## config.mk

```make
export PLATFORM = sky130hd
export DESIGN_NAME = hazard_ctrl_flat
export DESIGN_NICKNAME = d
export VERILOG_FILES = /design/src/rtl/hazard_ctrl_if.sv /design/src/rtl/hazard_ctrl.sv /design/src/flat_wrapper.sv
export SDC_FILE = /design/constraint.sdc
export NUM_CORES = 1
export LEC_CHECK = 0
export CAP_MARGIN = 10
export CORE_UTILIZATION = 30
export CTS_CLUSTER_DIAMETER = 120
export DETAILED_ROUTE_END_ITERATION = 8
export GPL_TIMING_DRIVEN = 0
export PLACE_DENSITY = 0.66
export SLEW_MARGIN = 10
export SYNTH_ARGS = -nofsm -noshare
export SYNTH_HDL_FRONTEND = slang
export SYNTH_SLANG_ARGS = --single-unit
```

## constraint.sdc

```tcl
create_clock -name clk -period 2.92 [get_ports clk]
set_input_delay 0.292 -clock clk [delete_from_list [all_inputs] [get_ports clk]]
set_output_delay 0.292 -clock clk [all_outputs]
set_load 0.02 [all_outputs]
```

## src/rtl/hazard_ctrl_if.sv

```systemverilog
// hazard_ctrl_if: hazard inputs from the pipeline stages and the stage
// register write/flush controls returned to them.
//   master : pipeline side (drives stage information, consumes controls)
//   slave  : hazard controller (consumes stage information, drives controls)
interface hazard_ctrl_if;
  // Stage information
  logic [4:0] ID_rs;
  logic [4:0] ID_rt;
  logic       ID_useRt;
  logic       ID_branch_taken;
  logic       ID_muldiv;
  logic       EX_MemRead;
  logic [4:0] EX_rt;
  logic       MEM_access;
  logic       mem_ready;
  // Pipeline register controls
  logic       PCWrite;
  logic       IFWrite;
  logic       IFflush;
  logic       IDEXWrite;
  logic       IDEXflush;
  logic       EXMEMWrite;
  logic       EXMEMflush;
  logic       md_start;

  modport master (
    output ID_rs, ID_rt, ID_useRt, ID_branch_taken, ID_muldiv,
           EX_MemRead, EX_rt, MEM_access, mem_ready,
    input  PCWrite, IFWrite, IFflush, IDEXWrite, IDEXflush,
           EXMEMWrite, EXMEMflush, md_start
  );

  modport slave (
    input  ID_rs, ID_rt, ID_useRt, ID_branch_taken, ID_muldiv,
           EX_MemRead, EX_rt, MEM_access, mem_ready,
    output PCWrite, IFWrite, IFflush, IDEXWrite, IDEXflush,
           EXMEMWrite, EXMEMflush, md_start
  );
endinterface

```

## src/rtl/hazard_ctrl.sv

```systemverilog
// hazard_ctrl: pipeline hazard and sequencing controller for the 5-stage core.
// Produces PC / IF_ID / ID_EX / EX_MEM write and flush controls for load-use
// hazards, taken branches resolved in ID, multi-cycle mul/div occupancy of EX
// and data-memory wait states.
// Optional feature macro: HZ_PERF_CNT_EN adds the stall_cnt / flush_cnt
// performance counters; without it those ports and their logic are absent.
module hazard_ctrl #(
  parameter int unsigned MD_LAT = 4,   // EX occupancy of a mul/div, 2..15
  parameter int unsigned CNT_W  = 16   // performance counter width
) (
  input  logic             clk,
  input  logic             rst,        // asynchronous, active-low
  hazard_ctrl_if.slave     hz
`ifdef HZ_PERF_CNT_EN
  ,
  output logic [CNT_W-1:0] stall_cnt,
  output logic [CNT_W-1:0] flush_cnt
`endif
);

  typedef enum logic [1:0] {
    S_INIT    = 2'd0,
    S_RUN     = 2'd1,
    S_MD_BUSY = 2'd2
  } state_e;

  localparam logic [3:0] MD_CNT_START = 4'(MD_LAT - 1);

  state_e     state_q, state_d;
  logic [3:0] md_cnt_q, md_cnt_d;

  logic mstall;
  logic load_use;

  assign mstall   = hz.MEM_access & ~hz.mem_ready;
  assign load_use = hz.EX_MemRead & (hz.EX_rt != 5'd0) &
                    ((hz.EX_rt == hz.ID_rs) | (hz.ID_useRt & (hz.EX_rt == hz.ID_rt)));

  // Control outputs and next state, purely combinational from state, md_cnt and inputs
  always_comb begin
    // NOTE: every signal assigned here gets a default first so no path leaves it unassigned (no latch).
    hz.PCWrite    = 1'b0;
    hz.IFWrite    = 1'b0;
    hz.IFflush    = 1'b0;
    hz.IDEXWrite  = 1'b0;
    hz.IDEXflush  = 1'b0;
    hz.EXMEMWrite = 1'b0;
    hz.EXMEMflush = 1'b0;
    hz.md_start   = 1'b0;
    state_d       = state_q;
    md_cnt_d      = md_cnt_q;

    unique case (state_q)
      S_INIT: begin
        hz.IFflush    = 1'b1;
        hz.IDEXWrite  = 1'b1;
        hz.IDEXflush  = 1'b1;
        hz.EXMEMWrite = 1'b1;
        hz.EXMEMflush = 1'b1;
        state_d       = S_RUN;
      end

      S_RUN: begin
        if (!mstall) begin
          if (load_use) begin
            // Hold PC/IF_ID, inject a bubble into ID_EX; branch re-evaluated next cycle.
            hz.IDEXflush  = 1'b1;
            hz.EXMEMWrite = 1'b1;
          end else if (hz.ID_branch_taken) begin
            hz.PCWrite    = 1'b1;
            hz.IFflush    = 1'b1;
            hz.IDEXWrite  = 1'b1;
            hz.EXMEMWrite = 1'b1;
          end else begin
            hz.PCWrite    = 1'b1;
            hz.IFWrite    = 1'b1;
            hz.IDEXWrite  = 1'b1;
            hz.EXMEMWrite = 1'b1;
            if (hz.ID_muldiv) begin
              hz.md_start = 1'b1;
              state_d     = S_MD_BUSY;
              md_cnt_d    = MD_CNT_START;
            end
          end
        end
      end

      S_MD_BUSY: begin
        // The occupancy count runs even through memory stalls, floored at 1.
        md_cnt_d = (md_cnt_q > 4'd1) ? md_cnt_q - 4'd1 : 4'd1;
        if (!mstall) begin
          hz.EXMEMflush = 1'b1;
          if (md_cnt_q == 4'd1) state_d = S_RUN;
        end
      end

      default: state_d = S_INIT;
    endcase
  end

  // State and mul/div occupancy registers
  always_ff @(posedge clk or negedge rst) begin
    if (!rst) begin
      // NOTE: sequential state uses non-blocking assignments so every flop samples pre-edge values.
      state_q  <= S_INIT;
      md_cnt_q <= 4'd0;
    end else begin
      state_q  <= state_d;
      md_cnt_q <= md_cnt_d;
    end
  end

`ifdef HZ_PERF_CNT_EN
  logic [CNT_W-1:0] stall_cnt_q, flush_cnt_q;

  // Saturating counters of front-end stall cycles and branch flush cycles
  always_ff @(posedge clk or negedge rst) begin
    if (!rst) begin
      stall_cnt_q <= '0;
      flush_cnt_q <= '0;
    end else begin
      if ((state_q != S_INIT) && !hz.PCWrite && (stall_cnt_q != '1))
        stall_cnt_q <= stall_cnt_q + CNT_W'(1);
      if ((state_q == S_RUN) && hz.IFflush && (flush_cnt_q != '1))
        flush_cnt_q <= flush_cnt_q + CNT_W'(1);
    end
  end

  assign stall_cnt = stall_cnt_q;
  assign flush_cnt = flush_cnt_q;
`endif

endmodule

```

## src/flat_wrapper.sv

```systemverilog
// flat-port wrapper written by rule: the top's interface ports become plain ports
module hazard_ctrl_flat 
#(
  parameter int unsigned MD_LAT = 4,                                      
  parameter int unsigned CNT_W  = 16                               
)
  (clk, rst, hz_ID_rs, hz_ID_rt, hz_ID_useRt, hz_ID_branch_taken, hz_ID_muldiv, hz_EX_MemRead, hz_EX_rt, hz_MEM_access, hz_mem_ready, hz_PCWrite, hz_IFWrite, hz_IFflush, hz_IDEXWrite, hz_IDEXflush, hz_EXMEMWrite, hz_EXMEMflush, hz_md_start);
  hazard_ctrl_if hz_i ();
  input  logic clk;
  input  logic rst;
  input wire logic [$bits(hz_i.ID_rs)-1:0] hz_ID_rs;
  input wire logic [$bits(hz_i.ID_rt)-1:0] hz_ID_rt;
  input wire logic [$bits(hz_i.ID_useRt)-1:0] hz_ID_useRt;
  input wire logic [$bits(hz_i.ID_branch_taken)-1:0] hz_ID_branch_taken;
  input wire logic [$bits(hz_i.ID_muldiv)-1:0] hz_ID_muldiv;
  input wire logic [$bits(hz_i.EX_MemRead)-1:0] hz_EX_MemRead;
  input wire logic [$bits(hz_i.EX_rt)-1:0] hz_EX_rt;
  input wire logic [$bits(hz_i.MEM_access)-1:0] hz_MEM_access;
  input wire logic [$bits(hz_i.mem_ready)-1:0] hz_mem_ready;
  output wire logic [$bits(hz_i.PCWrite)-1:0] hz_PCWrite;
  output wire logic [$bits(hz_i.IFWrite)-1:0] hz_IFWrite;
  output wire logic [$bits(hz_i.IFflush)-1:0] hz_IFflush;
  output wire logic [$bits(hz_i.IDEXWrite)-1:0] hz_IDEXWrite;
  output wire logic [$bits(hz_i.IDEXflush)-1:0] hz_IDEXflush;
  output wire logic [$bits(hz_i.EXMEMWrite)-1:0] hz_EXMEMWrite;
  output wire logic [$bits(hz_i.EXMEMflush)-1:0] hz_EXMEMflush;
  output wire logic [$bits(hz_i.md_start)-1:0] hz_md_start;
  assign hz_i.ID_rs = hz_ID_rs;
  assign hz_i.ID_rt = hz_ID_rt;
  assign hz_i.ID_useRt = hz_ID_useRt;
  assign hz_i.ID_branch_taken = hz_ID_branch_taken;
  assign hz_i.ID_muldiv = hz_ID_muldiv;
  assign hz_i.EX_MemRead = hz_EX_MemRead;
  assign hz_i.EX_rt = hz_EX_rt;
  assign hz_i.MEM_access = hz_MEM_access;
  assign hz_i.mem_ready = hz_mem_ready;
  assign hz_PCWrite = hz_i.PCWrite;
  assign hz_IFWrite = hz_i.IFWrite;
  assign hz_IFflush = hz_i.IFflush;
  assign hz_IDEXWrite = hz_i.IDEXWrite;
  assign hz_IDEXflush = hz_i.IDEXflush;
  assign hz_EXMEMWrite = hz_i.EXMEMWrite;
  assign hz_EXMEMflush = hz_i.EXMEMflush;
  assign hz_md_start = hz_i.md_start;
  hazard_ctrl #(.MD_LAT(MD_LAT), .CNT_W(CNT_W)) u_core (.clk(clk), .rst(rst), .hz(hz_i));
endmodule
```

* Word level (Yosys, flattened, before mapping)
Cells that the tools add are included.
Word-level totals: register bits after elaboration 6, output and inout bits 8
Cells by class: $add $sub $neg 1, magnitude comparators 1, equality and inequality tests 11, multiplexer cells 36, bitwise gates (word level) 6, reduce and logical (&&, ||, !) cells 5
Operators by type and width (number):
- $mux W4 | 5
- $mux W1 | 18
- $mux W2 | 6
- $eq A5 B5 Y1 | 2
- $ne A2 B2 Y1 const B | 5
- $pmux W1 S2 | 5
- $pmux W4 S2 | 1
- $pmux W2 S3 | 1
- $reduce_and A6 Y1 | 1
- $reduce_and A5 Y1 | 1
- $reduce_bool A5 Y1 | 1
- $and A1 B1 Y1 | 4
- $eq A4 B1 Y1 const B | 1
- $gt A4 B1 Y1 const B | 1
- $sub A4 B1 Y4 const B | 1
- $eq A2 B1 Y1 const B | 1
- $eq A2 B2 Y1 const B | 1
- $logic_not A2 Y1 | 1
- $ne A2 B1 Y1 const B | 1
- $reduce_bool A2 Y1 | 1
- $not A1 Y1 | 1
- $or A1 B1 Y1 | 1

* Longest topological paths before layout
Gate-level depths: netlist (run 1).
depth in word-level cells 7, mapped depth 7, mapped depth without buffers 7

* Worst setup path after synthesis (run 1)
No wires, ideal clock.
kind input to output, start point in hz_EX_rt[1], end point out hz_IFWrite, data arrival time 1.927 ns, path slack 0.701 ns, cell stages on the path 6, cells stage by stage or4_1 > o21ai_1 > inv_1 > and2_1 > buf_6 > nor4_1
Between the ends: word-level cells in the longest chain between the ends 7, elaborated cells on any way between the ends 10
Ends and longest elaborated chain:
- from (decl) | RTL line flat_wrapper.sv:17 | input wire logic [$bits(hz_i.EX_rt)-1:0] hz_EX_rt;
- $eq A5 B5 Y1 | RTL line hazard_ctrl.sv:37 | ((hz.EX_rt == hz.ID_rs) | (hz.ID_useRt & (hz.EX_rt == hz.ID_rt)));
- $and A1 B1 Y1 | RTL line hazard_ctrl.sv:37
- $or A1 B1 Y1 | RTL line hazard_ctrl.sv:37
- $and A1 B1 Y1 * | RTL line hazard_ctrl.sv:36 | assign load_use = hz.EX_MemRead & (hz.EX_rt != 5'd0) &
- $mux W1 * | RTL line hazard_ctrl.sv:65 | if (load_use) begin
- $mux W1 * | RTL line hazard_ctrl.sv:64 | if (!mstall) begin
- $mux W1 * | RTL line hazard_ctrl.sv:53 | unique case (state_q)
- to (decl) | RTL line flat_wrapper.sv:21 | output wire logic [$bits(hz_i.IFWrite)-1:0] hz_IFWrite;
Mark *: on every way between the ends. The rest lies on a longest branch, timed or not.

* Final worst setup path (run 1)
start point in hz_EX_rt[1], end point out hz_IFflush
Between the ends: word-level cells in the longest chain between the ends 7, elaborated cells on any way between the ends 10
Ends and longest elaborated chain:
- $eq A5 B5 Y1 | RTL line hazard_ctrl.sv:37
- $and A1 B1 Y1 | RTL line hazard_ctrl.sv:37
- $or A1 B1 Y1 | RTL line hazard_ctrl.sv:37
- $and A1 B1 Y1 * | RTL line hazard_ctrl.sv:36
- $mux W1 * | RTL line hazard_ctrl.sv:65
- $mux W1 * | RTL line hazard_ctrl.sv:64
- $pmux W1 S2 * | RTL line hazard_ctrl.sv:53
- to (decl) | RTL line flat_wrapper.sv:22 | output wire logic [$bits(hz_i.IFflush)-1:0] hz_IFflush;
Marks and branches as above.

==> results of run 1 <==
-- metrics by stage --
| step | power, mW | cell area [um^2] | worst slack, ns | setup TNS [ns] |
|---|---|---|---|---|
| floorplan | 0.360 | 583 | 0.701 | 0 |
| global placement | 0.504 | 915 | -0.0181 | -0.0181 |
| detailed placement | 0.512 | 915 | -0.100 | -0.100 |
| CTS | 0.591 | 936 | 0.0530 | 0 |
| global route | 0.633 | 941 | 0.00854 | 0 |
| finish | 0.581 | 941 | 0.124 | 0 |
-- where the power goes --
| part | total [mW] | switching, mW | internal, mW |
|---|---|---|---|
| clock | 0.0778 | 0.0312 | 0.0466 |
| sequential | 0.136 | 0.0220 | 0.114 |
| combinational | 0.367 | 0.189 | 0.178 |
| total | 0.581 | 0.242 | 0.339 |
-- synth_stat cells, drive strengths merged --
| cell | n |
|---|---|
| a21boi | 1 |
| a21o | 1 |
| a21oi | 5 |
| a22o | 1 |
| a311oi | 1 |
| and2 | 2 |
| buf | 2 |
| clkbuf | 2 |
| dfrtp | 6 |
| ha | 2 |
| inv | 5 |
| nand2 | 7 |
| nand2b | 2 |
| nand3 | 2 |
| nand4 | 1 |
| nor2 | 7 |
| nor2b | 1 |
| nor3 | 2 |
| nor4 | 1 |
| o21a | 1 |
| o21ai | 3 |
| o221ai | 1 |
| o22ai | 4 |
| o311a | 1 |
| or2 | 1 |
| or3b | 1 |
| or4 | 1 |
| or4b | 1 |
| xnor2 | 10 |
-- cell type report --
| type | count | area (um^2) | area share [%] |
|---|---|---|---|
| plain buffers | 4 | 25.0 | 2.66 |
| flip-flops and latches | 6 | 150 | 16.0 |
| repair buffers | 30 | 304 | 32.3 |
| well taps | 25 | 31.3 | 3.32 |
| clock buffers | 3 | 22.5 | 2.39 |
| multi-input cells | 60 | 389 | 41.4 |
| inverters | 5 | 18.8 | 1.99 |
-- timing repair --
action,in CTS,in global routing
endpoints found under the setup margin,1,2
pin swaps,0,0
resized for setup,1,2
-- per-layer routing --
layer / up-vias / global-route usage, % / wire length (um)
li1: 327 / - / -
met1: 273 / 19.6 / 571
met2: 24 / 26.2 / 720
met3: 4 / 6.27 / 76
met4: 0 / 7.06 / 31
met5: - / 0 / 0
-- kinds of logic after synthesis --
kind of cell / count (synthesis) / share of synthesized area [%]
compound gates: 19 / 21.2
fa+ha+maj: 2 / 4.29
buf+inv: 9 / 7.51
flops: 6 / 25.8
simple gates: 29 / 26.2
xor+xnor: 10 / 15.0
-- worst max-delay path by stage --
stage,start,endpoint,slack [ns],depth (start not counted)
finish,hz_EX_rt[1],hz_IFflush,0.12,8
detailed placement,hz_EX_rt[1],hz_IFWrite,-0.10,8
global placement,hz_EX_rt[1],hz_IFWrite,-0.02,8
CTS,hz_EX_rt[1],hz_IDEXWrite,0.05,8
global route,hz_EX_rt[1],hz_IFflush,0.009,8
floorplan,hz_EX_rt[1],hz_IFWrite,0.70,6
-- state kept, by name (all words and copies together) (netlist names) --
| signal | cells |
|---|---|
| u_core.md_cnt_q | 4 |
| u_core.state_q | 2 |
==> impl_metrics.tcl, run 1 <==
set metrics [dict create \
    p_leak_nw 0.398 \
    detail_route.first_pass.iterations 4 \
    clk_pin_slew_ns 0.05 \
    placed_cells 130 \
    slew_viol_final 0 \
    fin_util_pct 52.8 \
    cts_made_buffers 3 \
    avgRoutedWirePerCell_um 10.5 \
    vias 628 \
    hold_viol_final 0 \
    cts_tree "done" \
    yosysWarningCount 0 \
    die-height_um 46.1 \
    design.die.area_mm2 0.00212 \
    portBuffers 30 \
    synth_fp_nets 100 \
    max_stage_delay_ns 0.62 \
    final_cell_mix "clkdlybuf4s50_1, xnor2_1, nand2_1, nor2_1, dfrtp_1" \
    rsz0062_at_grt "false" \
    ant_nets 0 \
    die_w_um 46.1 \
    synth_top_cell_by_area "dfrtp_1" \
    cts_max_level 1 \
    drive_above_1_share_pct 8.33 \
    antenna_found_initial 0 \
    dpl.hpwl_um 1180 \
    avgSynthCellArea_um2 7.77 \
    grt_pass1_wl_um 2480 \
    arrival_ns 2.50 \
    yosysTopAreaCellShare_pct 25.8 \
    synth-seq-cells 6 \
    fin_crit_sh_pct 95.8 \
    cts.sinks 6 \
    worstReg2RegEnd "u_core.md_cnt_q[2]" \
    grt_overflow 0 \
    slew_headroom_pct 80.9 \
    grt_pass1_vias 635 \
    cp_slowest_cell "clkdlybuf4s50_1" \
    syn_inst 75 \
    synth.area.top_cells "dfrtp_1, xnor2_1, nand2_1, nor2_1, a21oi_1" \
    skew_ns 0.00390 \
    layout_min_cycle_time_ns 2.80 \
    drt-initial-drc-count 10 \
    crit_chain "clkdlybuf4s50_1 > or4_1 > o21ai_1 > inv_1 > and2_1 > buf_6 > o22ai_1 > clkdlybuf4s50_1" \
    ios 31 \
    critPathMaxFanout 9 \
    instances_no_fill 133 \
    cts_setup_buffers 0 \
    maxCapViolations 0 \
    drc 0 \
    finalNetCount 135 \
    crit_buf_inv 4 \
    clock_latency_ns 0.25 \
    path_class "primary input to output pin" \
    routabilityCongestion 0.817 \
    routed_wl_um 1400 \
    finalSetupViolCount 0 \
    crit_family "buffers and inverters" \
    cp-start-kind "primary input" \
    rrSetupSlack_ns 1.04 \
    grt_usage_pct 16.5 \
    fmax_mhz 358 \
    start_util_pct 32.7 \
    hold_slack_ns 0.284 \
    crit_required_ns 2.63 \
    core_area_mm2 0.00178 \
    syn2layout_area_growth_pct 61.4 \
    viasPerCell 4.72 \
    endpoint_kind "output pin" \
    peakVddDrop_mv 0.258 \
    ctsHoldBuffers 0 \
    fill_cells 179 \
    rows 15 \
    holdCritPathClass "primary input to asynchronous set/reset pin" \
    outcome "finished clean" \
    critical-path-top-cell-by-count "clkdlybuf4s50_1" \
    root_buffer "clkbuf_4" \
    p_per_area_mw_per_mm2 617 \
    synth.cell_area_um2 583 \
    antenna_cells 0 \
    clockBufferDepth 2 \
    final_common_cell "clkdlybuf4s50_1" \
    grt_max_degree 10 \
    r2r_cells 6 \
    rr_startpoint "u_core.state_q[1]" \
    seq_area_frac_synth_pct 25.8 \
    synth.distinct_cells 32 \
    tightest_slew_ns 0.283 \
]
Note: power is estimated with default switching activity, not from simulation.
==> inputs of run 2 (changes only) <==
- CAP_MARGIN: 10 -> 20
==> results of run 2 <==
The final DEF is identical to that of run 1; final timing and power are the same.
==> patch: new RTL, settings of run 2 <==
The 3 states of `state_e` get a one-hot encoding in 3 bits.
--- a/src/rtl/hazard_ctrl.sv
+++ b/src/rtl/hazard_ctrl.sv
@@ -20,6 +20,6 @@
 
-  typedef enum logic [1:0] {
-    S_INIT    = 2'd0,
-    S_RUN     = 2'd1,
-    S_MD_BUSY = 2'd2
+  typedef enum logic [2:0] {
+    S_INIT    = 3'b001,
+    S_RUN     = 3'b010,
+    S_MD_BUSY = 3'b100
   } state_e;
Check against the original RTL: no difference found for any inputs over 10 cycles, from zero or initial values and one cycle with rst low; not proved beyond that.
==> patch against run 2 <==
Total power increased by 14%. Worst setup slack improved by 33 ps. Sequential cell count increased by 1. Count of clock-buffer cells in the layout increased by 1. Design area increased by 7.3%. Sequential power increased by 24%. Via count increased by 1.4%. Area after synthesis increased by 11%. Cell count increased by 0.75%. Wire length increased by 0.57%. Largest power group unchanged.
==> patch: results <==
run_status:
  status: "complete, no violations"
logic_synthesis:
  yosys-top-cells-area: "dfrtp_1, xor2_1, nand2b_1"
  ys_seq_area_share_pct: 27.3
  synth_commonest_cells: "xor2_1, a21oi_1, dfrtp_1, nand2b_1, nor2_1"
  synth_cell_types: 30
  syn-num-nets: 98
layout:
  fin_nets: 133
  drive_gt1_share_pct: 11.2
  largestRegisters: "u_core.md_cnt_q (4), u_core.state_q (3)"
  diodes: 0
clock_network:
  clock_latency_ps: 250
  cts.path.max_buffers: 2
power_and_ir_drop:
  irDropWorstVdd_mv: 0.410
  p_leak_nw: 0.422
critical_path:
  worst-path-max-fanout: 7
  critPathArrivalTime_ps: 2470
  cpPeakStageDelay_ps: 640
placement:
  dp_hpwl_mm: 1.23
  routabilityCongestion: 0.694
  port_buffers: 30
global_route:
  grt_util_all_layers_pct: 13.6
  grt_pass1_vias: 630
  grt_max_degree: 9
routing:
  drtPass1Iterations: 3
  viasPerCell: 4.75
  drt_iter0_drc: 5
  wl_per_cell_um: 10.5
sta:
  tightest_slew_ps: 319
  finClkSkew_ps: 2.31
patch: cell types whose count changed after synthesis, sizes merged, moves of 3 or more:
cell,before,now
nand2,7,4
nand2b,2,5
o22ai,4,0
o21ai,3,6
xnor2,10,2
xor2,0,9
patch: through the flow:
stage / cells / area (sq um) / setup slack (ps)
final: 134 / 1010 / 157
after global routing: 134 / 1010 / 71.7
after CTS: 134 / 1010 / 119
after detailed placement: 130 / 981 / 121
after global placement: 130 / 981 / 137
after floorplan: 73 / 647 / 1000
patch: layout make-up:
class                           count  area [sq um]
Sequential cell                     7           176
Tap cell                           27          33.8
Multi-Input combinational cell     62           455
Inverter                            4          15.0
Timing Repair Buffer               30           303
Clock buffer                        4          26.3
Fill cell                         200           992
patch: repair_timing:
action                     CTS  global route
gates resized for setup      0             1
hold buffers                 0             0
setup endpoints to repair    0             1
setup buffers                0             0
patch: routing by layer:
metal	part of all wire, %	wire (um)	up-vias	GRT usage (%)
met3	6.1	86	0	4.09
met1	42	594	275	15.1
met5	0	0	-	0
met2	52	726	27	25.4
li1	-	-	335	-
met4	0	0	0	2.94
patch: cell families after synthesis:
kind of cell	count (synthesis)	synth area share [%]
AO/OA/AOI/OAI	23	26.5
XOR/XNOR	11	14.9
buffers and inverters	4	2.32
flip-flops	7	27.3
adder cells (fa/ha/maj)	2	3.87
AND/OR/NAND/NOR	26	25.1
patch: final timing paths:
| path | startpoint | to | slack [ps] | cells past startpoint |
|---|---|---|---|---|
| min | rst | u_core.md_cnt_q[3] | 300 | 1 |
| max | hz_EX_rt[0] | hz_IFflush | 160 | 6 |
| max in group asynchronous | rst | u_core.state_q[0] | 2340 | 1 |
| min reg2reg | u_core.md_cnt_q[3] | u_core.md_cnt_q[3] | 520 | 1 |
| min in group clk | u_core.md_cnt_q[3] | u_core.md_cnt_q[3] | 520 | 1 |
| max reg2reg | u_core.state_q[2] | u_core.md_cnt_q[2] | 1270 | 5 |
patch: where the power goes:
part           total [W]  internal, W  switching [W]  leakage, nW
Sequential      0.000169     0.000133      0.0000359       0.0832
Combinational   0.000411     0.000205       0.000206        0.324
Clock          0.0000849    0.0000520      0.0000329       0.0150
